===== src/rtl/arb_pkg.sv =====
// Shared types and helpers for the 8-requester round-robin arbiter.
package arb_pkg;

    localparam int unsigned N_REQ = 8;
    localparam int unsigned IDX_W = 3;

    typedef enum logic [0:0] {
        IDLE,
        GRANT
    } state_e;

    // Rotate-and-find-first: search upward from (last + 1), wrapping past 7 to 0.
    function automatic logic [N_REQ-1:0] rr_pick(input logic [N_REQ-1:0] req,
                                                 input logic [IDX_W-1:0] last);
        logic [N_REQ-1:0] pick;
        logic             found;
        logic [IDX_W-1:0] idx;
        pick  = '0;
        found = 1'b0;
        for (int k = 1; k <= int'(N_REQ); k++) begin
            // IDX_W-bit addition wraps modulo N_REQ for free.
            idx = last + IDX_W'(k);
            if (!found && req[idx]) begin
                pick[idx] = 1'b1;
                found     = 1'b1;
            end
        end
        return pick;
    endfunction

endpackage


===== src/rtl/onehot_enc8.sv =====
// Combinational 8-to-3 one-hot-to-binary encoder; all-zero input encodes to 0.
module onehot_enc8
    import arb_pkg::*;
(
    input  logic [N_REQ-1:0] onehot,
    output logic [IDX_W-1:0] idx
);

    // OR together the indices of set bits; exact for one-hot input.
    always_comb begin
        idx = '0;
        for (int i = 0; i < int'(N_REQ); i++) begin
            if (onehot[i]) begin
                idx = idx | IDX_W'(i);
            end
        end
    end

endmodule


===== src/rtl/arbiter_8x3.sv =====
// Round-robin arbiter for 8 requesters with one-hot grant, encoded index and hold timeout.
module arbiter_8x3
    import arb_pkg::*;
#(
    parameter int unsigned MAX_HOLD = 16
) (
    input  logic             clk,
    input  logic             rst,
    input  logic [N_REQ-1:0] req,
    output logic [N_REQ-1:0] gnt,
    output logic [IDX_W-1:0] gnt_idx,
    output logic             gnt_vld,
    output logic             timeout
);

    // Final count value at which an owner that still requests is revoked.
    localparam logic [7:0] HoldLast = (MAX_HOLD == 0) ? 8'd0 : 8'(MAX_HOLD - 1);

    state_e           state_q, state_d;
    logic [N_REQ-1:0] gnt_q, gnt_d;
    logic [IDX_W-1:0] gnt_idx_q, gnt_idx_d;
    logic             gnt_vld_q, gnt_vld_d;
    logic             timeout_q, timeout_d;
    logic [IDX_W-1:0] last_q, last_d;
    logic [7:0]       hold_cnt_q, hold_cnt_d;

    // Next-state logic for the FSM, grant, hold counter and last owner.
    always_comb begin
        state_d    = state_q;
        gnt_d      = gnt_q;
        gnt_vld_d  = gnt_vld_q;
        timeout_d  = 1'b0;
        last_d     = last_q;
        hold_cnt_d = hold_cnt_q;
        unique case (state_q)
            IDLE: begin
                if (|req) begin
                    gnt_d      = rr_pick(req, last_q);
                    gnt_vld_d  = 1'b1;
                    hold_cnt_d = 8'd0;
                    state_d    = GRANT;
                end
            end
            GRANT: begin
                if (!req[gnt_idx_q]) begin
                    // Release wins over a coincident timeout.
                    gnt_d     = '0;
                    gnt_vld_d = 1'b0;
                    last_d    = gnt_idx_q;
                    state_d   = IDLE;
                end else if ((MAX_HOLD != 0) && (hold_cnt_q == HoldLast)) begin
                    gnt_d     = '0;
                    gnt_vld_d = 1'b0;
                    last_d    = gnt_idx_q;
                    timeout_d = 1'b1;
                    state_d   = IDLE;
                end else if (hold_cnt_q != 8'hFF) begin
                    hold_cnt_d = hold_cnt_q + 8'd1;
                end
            end
            default: begin
                gnt_d     = '0;
                gnt_vld_d = 1'b0;
                state_d   = IDLE;
            end
        endcase
    end

    onehot_enc8 u_enc (
        .onehot (gnt_d),
        .idx    (gnt_idx_d)
    );

    // State and registered outputs; reset gives requester 0 first priority.
    always_ff @(posedge clk or posedge rst) begin
        if (rst) begin
            state_q    <= IDLE;
            gnt_q      <= '0;
            gnt_idx_q  <= '0;
            gnt_vld_q  <= 1'b0;
            timeout_q  <= 1'b0;
            last_q     <= IDX_W'(N_REQ - 1);
            hold_cnt_q <= 8'd0;
        end else begin
            state_q    <= state_d;
            gnt_q      <= gnt_d;
            gnt_idx_q  <= gnt_idx_d;
            gnt_vld_q  <= gnt_vld_d;
            timeout_q  <= timeout_d;
            last_q     <= last_d;
            hold_cnt_q <= hold_cnt_d;
        end
    end

    assign gnt     = gnt_q;
    assign gnt_idx = gnt_idx_q;
    assign gnt_vld = gnt_vld_q;
    assign timeout = timeout_q;

endmodule


===== config.mk =====
export PLATFORM = sky130hd
export DESIGN_NAME = arbiter_8x3
export DESIGN_NICKNAME = d
export VERILOG_FILES = /design/src/rtl/arb_pkg.sv /design/src/rtl/onehot_enc8.sv /design/src/rtl/arbiter_8x3.sv
export SDC_FILE = /design/constraint.sdc
export NUM_CORES = 1
export LEC_CHECK = 0
export BUFFER_PORTS_ARGS = -buffer_cell sky130_fd_sc_hd__buf_2
export CORE_MARGIN = 3
export CORE_UTILIZATION = 33
export CTS_CLUSTER_DIAMETER = 200
export DETAILED_ROUTE_END_ITERATION = 10
export GPL_ROUTABILITY_DRIVEN = 1
export PLACE_DENSITY = 0.61
export SYNTH_ARGS = -nofsm -noshare
export SYNTH_HDL_FRONTEND = slang
export SYNTH_HIERARCHICAL = 1
export SYNTH_SLANG_ARGS = --single-unit

===== constraint.sdc =====
create_clock -name clk -period 3.5 [get_ports clk]
set_input_delay 0.525 -clock clk [delete_from_list [all_inputs] [get_ports clk]]
set_output_delay 0.525 -clock clk [all_outputs]
set_load 0.01 [all_outputs]

=== Word-level counts from Yosys, hierarchy flattened ===
Index checks and enable logic that the tools add are counted.

* Register bits after elaboration: 25
* Input bits: 10
* Output and inout port bits: 13
* Word-level logic and storage cells: 181

* Add/sub/neg operators: 8
* Magnitude comparators: 17
* Equality and inequality tests: 8
* Muxes and demuxes: 106
* Bitwise gates (word level): 8
* Reduce and logical (&&, ||, !) cells: 26

{| class="wikitable"
|+ Operator list
! cell !! number
|-
| 8-bit two-way mux || 29
|-
| 8-bit OR || 7
|-
| 1-bit two-way mux || 48
|-
| 3-bit by 4-bit < comparator with 1-bit output (second input constant) || 9
|-
| 8-bit case mux with 2 select lines || 2
|-
| 1-bit binary-select mux with 3-bit select || 9
|-
| 1-bit demux with 3-bit select || 8
|-
| 3-bit by 1-bit greater-or-equal comparator with 1-bit output (second input constant) || 8
|-
| 3-bit two-way mux || 6
|-
| 1-bit logical AND || 15
|-
| 3-bit adder (second input constant) || 4
|-
| 8-bit by 1-bit adder with 8-bit output (second input constant) || 1
|-
| 8-bit by 4-bit equality test with 1-bit output (second input constant) || 1
|-
| 8-bit inequality test (second input constant) || 1
|-
| 8-bit OR reduction || 1
|-
| 1-bit logical NOT || 7
|-
| 3-bit by 2-bit adder with 3-bit output (second input constant) || 2
|-
| 2-bit by 1-bit inequality test with 1-bit output (second input constant) || 3
|-
| 2-bit two-way mux || 2
|-
| 2-bit inequality test (second input constant) || 2
|-
| 1-bit case mux with 2 select lines || 2
|-
| 2-bit AND reduction || 2
|-
| 4-bit AND reduction || 1
|-
| 3-bit by 1-bit adder with 3-bit output (second input constant) || 1
|-
| 2 further kinds || 2
|}

=== Longest topological paths before layout ===
* Depth in word-level cells: 48
* Depth in mapped cells: 13
* Gate-level depth less buffers: 10

=== Hierarchy ===
The synthesis kept the hierarchy.

{| class="wikitable"
|+ By module, submodules not included
! module !! instances !! cells each !! area an instance (um^2) !! seq. area each (um^2)
|-
| arbiter_8x3 || 1 || 268 || 2477.4 || 629.4
|-
| onehot_enc8 || 1 || 3 || 22.5 || 0.0
|}

=== Worst setup path after synthesis ===
Ideal clock, no wire load.

* Path kind: reg2reg
* From: register last_q[1]
* To: register gnt_idx_q[2], in the netlist gnt_idx[2]
* Data arrival time: 3114 ps
* Data required time: 3361 ps
* Slack: 248 ps
* Stages on the path, launching flop included: 13
* Buffers on the path: 2
* Clock period less this slack: 3252 ps
* Cell sequence: dfstp_2 -> buf_4 -> inv_1 -> ha_1 -> xor2_2 -> mux2i_1 -> o221ai_4 -> and3_1 -> buf_6 -> a221o_1 -> a211oi_1 -> a31oi_1 -> or4_1

* Cells in the longest elaborated chain, start to end: 45

{| class="wikitable"
|+ RTL lines
! item !! RTL line !! RTL
|-
| start, declared || arbiter_8x3.sv:24 || <nowiki>logic [IDX_W-1:0] last_q, last_d;</nowiki>
|-
| start signal, assigned || arbiter_8x3.sv:82 || <nowiki>last_q <= IDX_W'(N_REQ - 1);</nowiki>
|-
| start signal, assigned || arbiter_8x3.sv:90 || <nowiki>last_q <= last_d;</nowiki>
|-
| parallel branches: the longest is 38 deep, another holds 3-bit by 4-bit < comparator with 1-bit output || n/a ||
|-
| 8-bit two-way mux (*) || arb_pkg.sv:23 || <nowiki>if (!found && req[idx]) begin</nowiki>
|-
| 8-bit two-way mux (*) || arbiter_8x3.sv:37 || <nowiki>if (|req) begin</nowiki>
|-
| 8-bit case mux with 2 select lines (*) || arbiter_8x3.sv:35 || <nowiki>unique case (state_q)</nowiki>
|-
| named net gnt_d[4] || arbiter_8x3.sv:20 || <nowiki>logic [N_REQ-1:0] gnt_q, gnt_d;</nowiki>
|-
| 3-bit two-way mux (*) (4 in series) || onehot_enc8.sv:13 || <nowiki>if (onehot[i]) begin</nowiki>
|-
| named net gnt_idx_d[2] || arbiter_8x3.sv:21 || <nowiki>logic [IDX_W-1:0] gnt_idx_q, gnt_idx_d;</nowiki>
|-
| end signal, assigned || arbiter_8x3.sv:87 || <nowiki>gnt_idx_q <= gnt_idx_d;</nowiki>
|-
| end, declared || arbiter_8x3.sv:21 ||
|}

Mark *: on every way through the listed nets, which the timed path passes. The select of a mux whose other input is x is not followed.
A chain may end at the register's enable or synchronous reset.

=== Worst setup path in the final report ===
Ends and elaborated chain as after synthesis.

==> results.md <==
* P per Cell Area at 904 nW/um^2
* Initial DRC Count at 286
* RSZ-0062 raised after global routing: false
* Setup Total Neg Slack at 0 ns
* WP data required at 3.64 ns
* Initial antenna violation count at 0
* Commonest non-fill, non-tap cell in the layout: nand2_1
* Reg-to-reg slack, setup at 0.17 ns
* Status: completed
* Worst setup SP type: flip-flop
* Total wire length at 6940 microns
* Layout filler cell count at 777
* Nets at 312
* GRT Overall Usage at 0.168
* Initial core utilization at 0.343
* Post-Synth Simple-Gate Area at 0.239
* Setup violators final at 0
* Complex-gate fraction of the synthesized area at 0.214
* Top post-synthesis cells by area: dfrtp_1, mux4_2, nand2_1
* Slew Limit Fails at 0
* Max FO, Critical Path at 12
* Sequential share of the synthesized area at 0.252
* DR vias at 2308
* YS warnings at 6
* Port bufs at 22
* CP max-delay cell: dfstp_2
* Crit Path Class: flip-flop to flip-flop
* Final period util at 0.950
* Worst hold path type: input pin to asynchronous set/reset pin
* Detailed Routing Iterations Pass 1 at 5
* Antenna-violating nets left at 0
* Largest net degree at the start of global routing at 31
* Buf/Inv on CP at 1
* Die Area at 8660 sq um
* Worst path depth at 10
* Core ar. at 7290 sq um
* Row count at 31
* Post-synth top area share at 0.220
* Kind of cell adding the most delay to the critical path: compound AO/OA/AOI/OAI gates
* Netlist cell types at 61
* Grt total ovfl at 0
* Synthesized-area fraction occupied by adder cells at 0.0350
* Dominant synthesized flop cell: dfrtp_1
* Number of global-route vias before repair at 2266
* Yosys reg bits at 25
* Final hold vios at 0
* CTS Buffer Depth at 2
* Clock skew at 0.00334 ns
* Final core utilization at 0.382
* CTS tree: yes
* Drt via density at 5.87
* Max Fclk at 0.301 GHz
* Worst-path clk slew at 0.09 ns
* Postcts setup bufs at 0
* Area Overhead vs Synth at 11.4%
* Post-synth EDFFs at 0
* DP HPWL at 5330 microns
* Routed wire length per instance at 17.6 microns
* Clk sinks at 25
* # DRC at 0
* Clock latency on the worst-skew pair at 0.27 ns
* TritonCTS Buffers at 3
* H-tree level count at 1
* Pleak at 1.10 nW
* Synthesized instance count at 271
* Die Height at 93.0 microns
* # diodes at 0
* Largest family of logic cells by synthesized area: simple AND/OR/NAND/NOR gates
* CP endpoint kind: flip-flop
* Share of layout cells above drive strength 1 at 0.248
* MaxCap Viol Count at 0
* Hold_buf cts at 0
* I/O pins at 23
* Crit-path cells: buf_4 -> ha_1 -> xnor2_4 -> mux4_2 -> o32ai_2 -> and3_1 -> a221o_1 -> a211oi_1 -> a31oi_1 -> or4_1
* Worst VDD drop at 0.254 mV
* FFs w/ async S/R, synth at 1.00
* Worst Path Arrival at 3.47 ns
* Worst r2r path cells at 10
* Die width at 93.0 microns
* Proportion of synthesized area in mux cells at 0.172
* Mean Syn Cell Area at 9.22 sq um
* First-pass GRT wire length at 11700 microns
* Yosys top cell by area: dfrtp_1
* Synth Net Count at 288
* Actual slew at the worst max-slew pin at 0.966 ns
* Crit path largest cell delay at 0.53 ns
* Slew margin rel. at 0.355
* Mapped Area at 2500 sq um
* Min Tclk post-route at 3.33 ns
* Post-Synth XOR/XNOR Area at 0.0450
* GPL Wtd Cong at 0.876
* Clk root buf: clkbuf_8
* Most frequent cells in the layout: nand2_1, nor2_1, dfrtp_1, buf_2
* Hold Slack at 0.464 ns
==> layout make-up <==
type | count | area (sq um) | area share
clock buffer | 3 | 41.3 | 0.0148
multi-input combinational | 225 | 1770 | 0.637
tap | 99 | 124 | 0.0445
sequential | 25 | 629 | 0.226
inverter | 9 | 33.8 | 0.0121
timing repair buffer | 31 | 178 | 0.0638
clock inverter | 1 | 5.00 | 0.00180
==> logic make-up after synthesis <==
logic type	count (synthesis)
muxes	29
adders and majority gates	7
and+or+nand+nor	116
DFF	25
buffers and inverters	21
AOI/OAI and AO/OA	64
xor gates and xnor gates	9
==> Yosys cell counts (4+ instances only) <==
cell / count
nand3_1: 9
nor2b_1: 5
nor3_1: 4
clkbuf_1: 4
o221ai_1: 9
dfrtp_1: 22
mux2_2: 6
xnor2_1: 5
ha_1: 7
a221o_1: 6
nand2_1: 37
nand2b_1: 7
inv_1: 8
nor2_1: 27
a32o_1: 5
a21oi_1: 9
mux2i_1: 10
a221oi_1: 7
a31oi_1: 6
o21ai_0: 8
mux4_2: 10
==> power breakdown <==
group	switching [W]	leakage [nW]	internal [W]
Clock	0.0000905	0.0255	0.0000796
Combinational	0.00106	0.749	0.000807
Sequential	0.000102	0.326	0.000379
Total	0.00125	1.10	0.00127
==> state kept, by name (all words and copies together) (netlist names) <==
register    cells
timeout         1
state_q         1
gnt             8
gnt_idx         3
hold_cnt_q      8
last_q          3
gnt_vld         1
==> path summary, 6_finish.rpt <==
path	from	endpoint
min reg2reg	gnt_vld$_DFFE_PP0P_	gnt_vld$_DFFE_PP0P_
min in group clk	gnt_vld$_DFFE_PP0P_	gnt_vld$_DFFE_PP0P_
max reg2reg	last_q[1]$_DFFE_PP1P_	gnt_idx[2]$_DFF_PP0_
max in group asynchronous	rst	hold_cnt_q[4]$_DFFE_PP0P_
min	rst	gnt[4]$_DFF_PP0_
max	last_q[1]$_DFFE_PP1P_	gnt_idx[2]$_DFF_PP0_
==> per-layer routing <==
metal  part of all wire  track usage
met1               0.45        0.241
met2               0.48        0.271
met3              0.055       0.0185
met4              0.014       0.0403
met5                  0            0
==> timing repair <==
item,in CTS,in global routing
endpoints found under the hold margin,0,0
endpoints found under the setup margin,0,3
resized for setup,0,2
==> per-stage QoR <==
| stage | cells | area, sq um | power, W | worst slack (ns) |
|---|---|---|---|---|
| after floorplan | 271 | 2500 | 0.00187 | 0.248 |
| after global placement | 389 | 2730 | 0.00230 | 0.165 |
| after detailed placement | 389 | 2730 | 0.00230 | 0.115 |
| after CTS | 393 | 2770 | 0.00248 | 0.0796 |
| after global routing | 393 | 2790 | 0.00272 | 0.0401 |
| final | 393 | 2790 | 0.00252 | 0.174 |
Note: power is estimated with default switching activity, not from simulation.
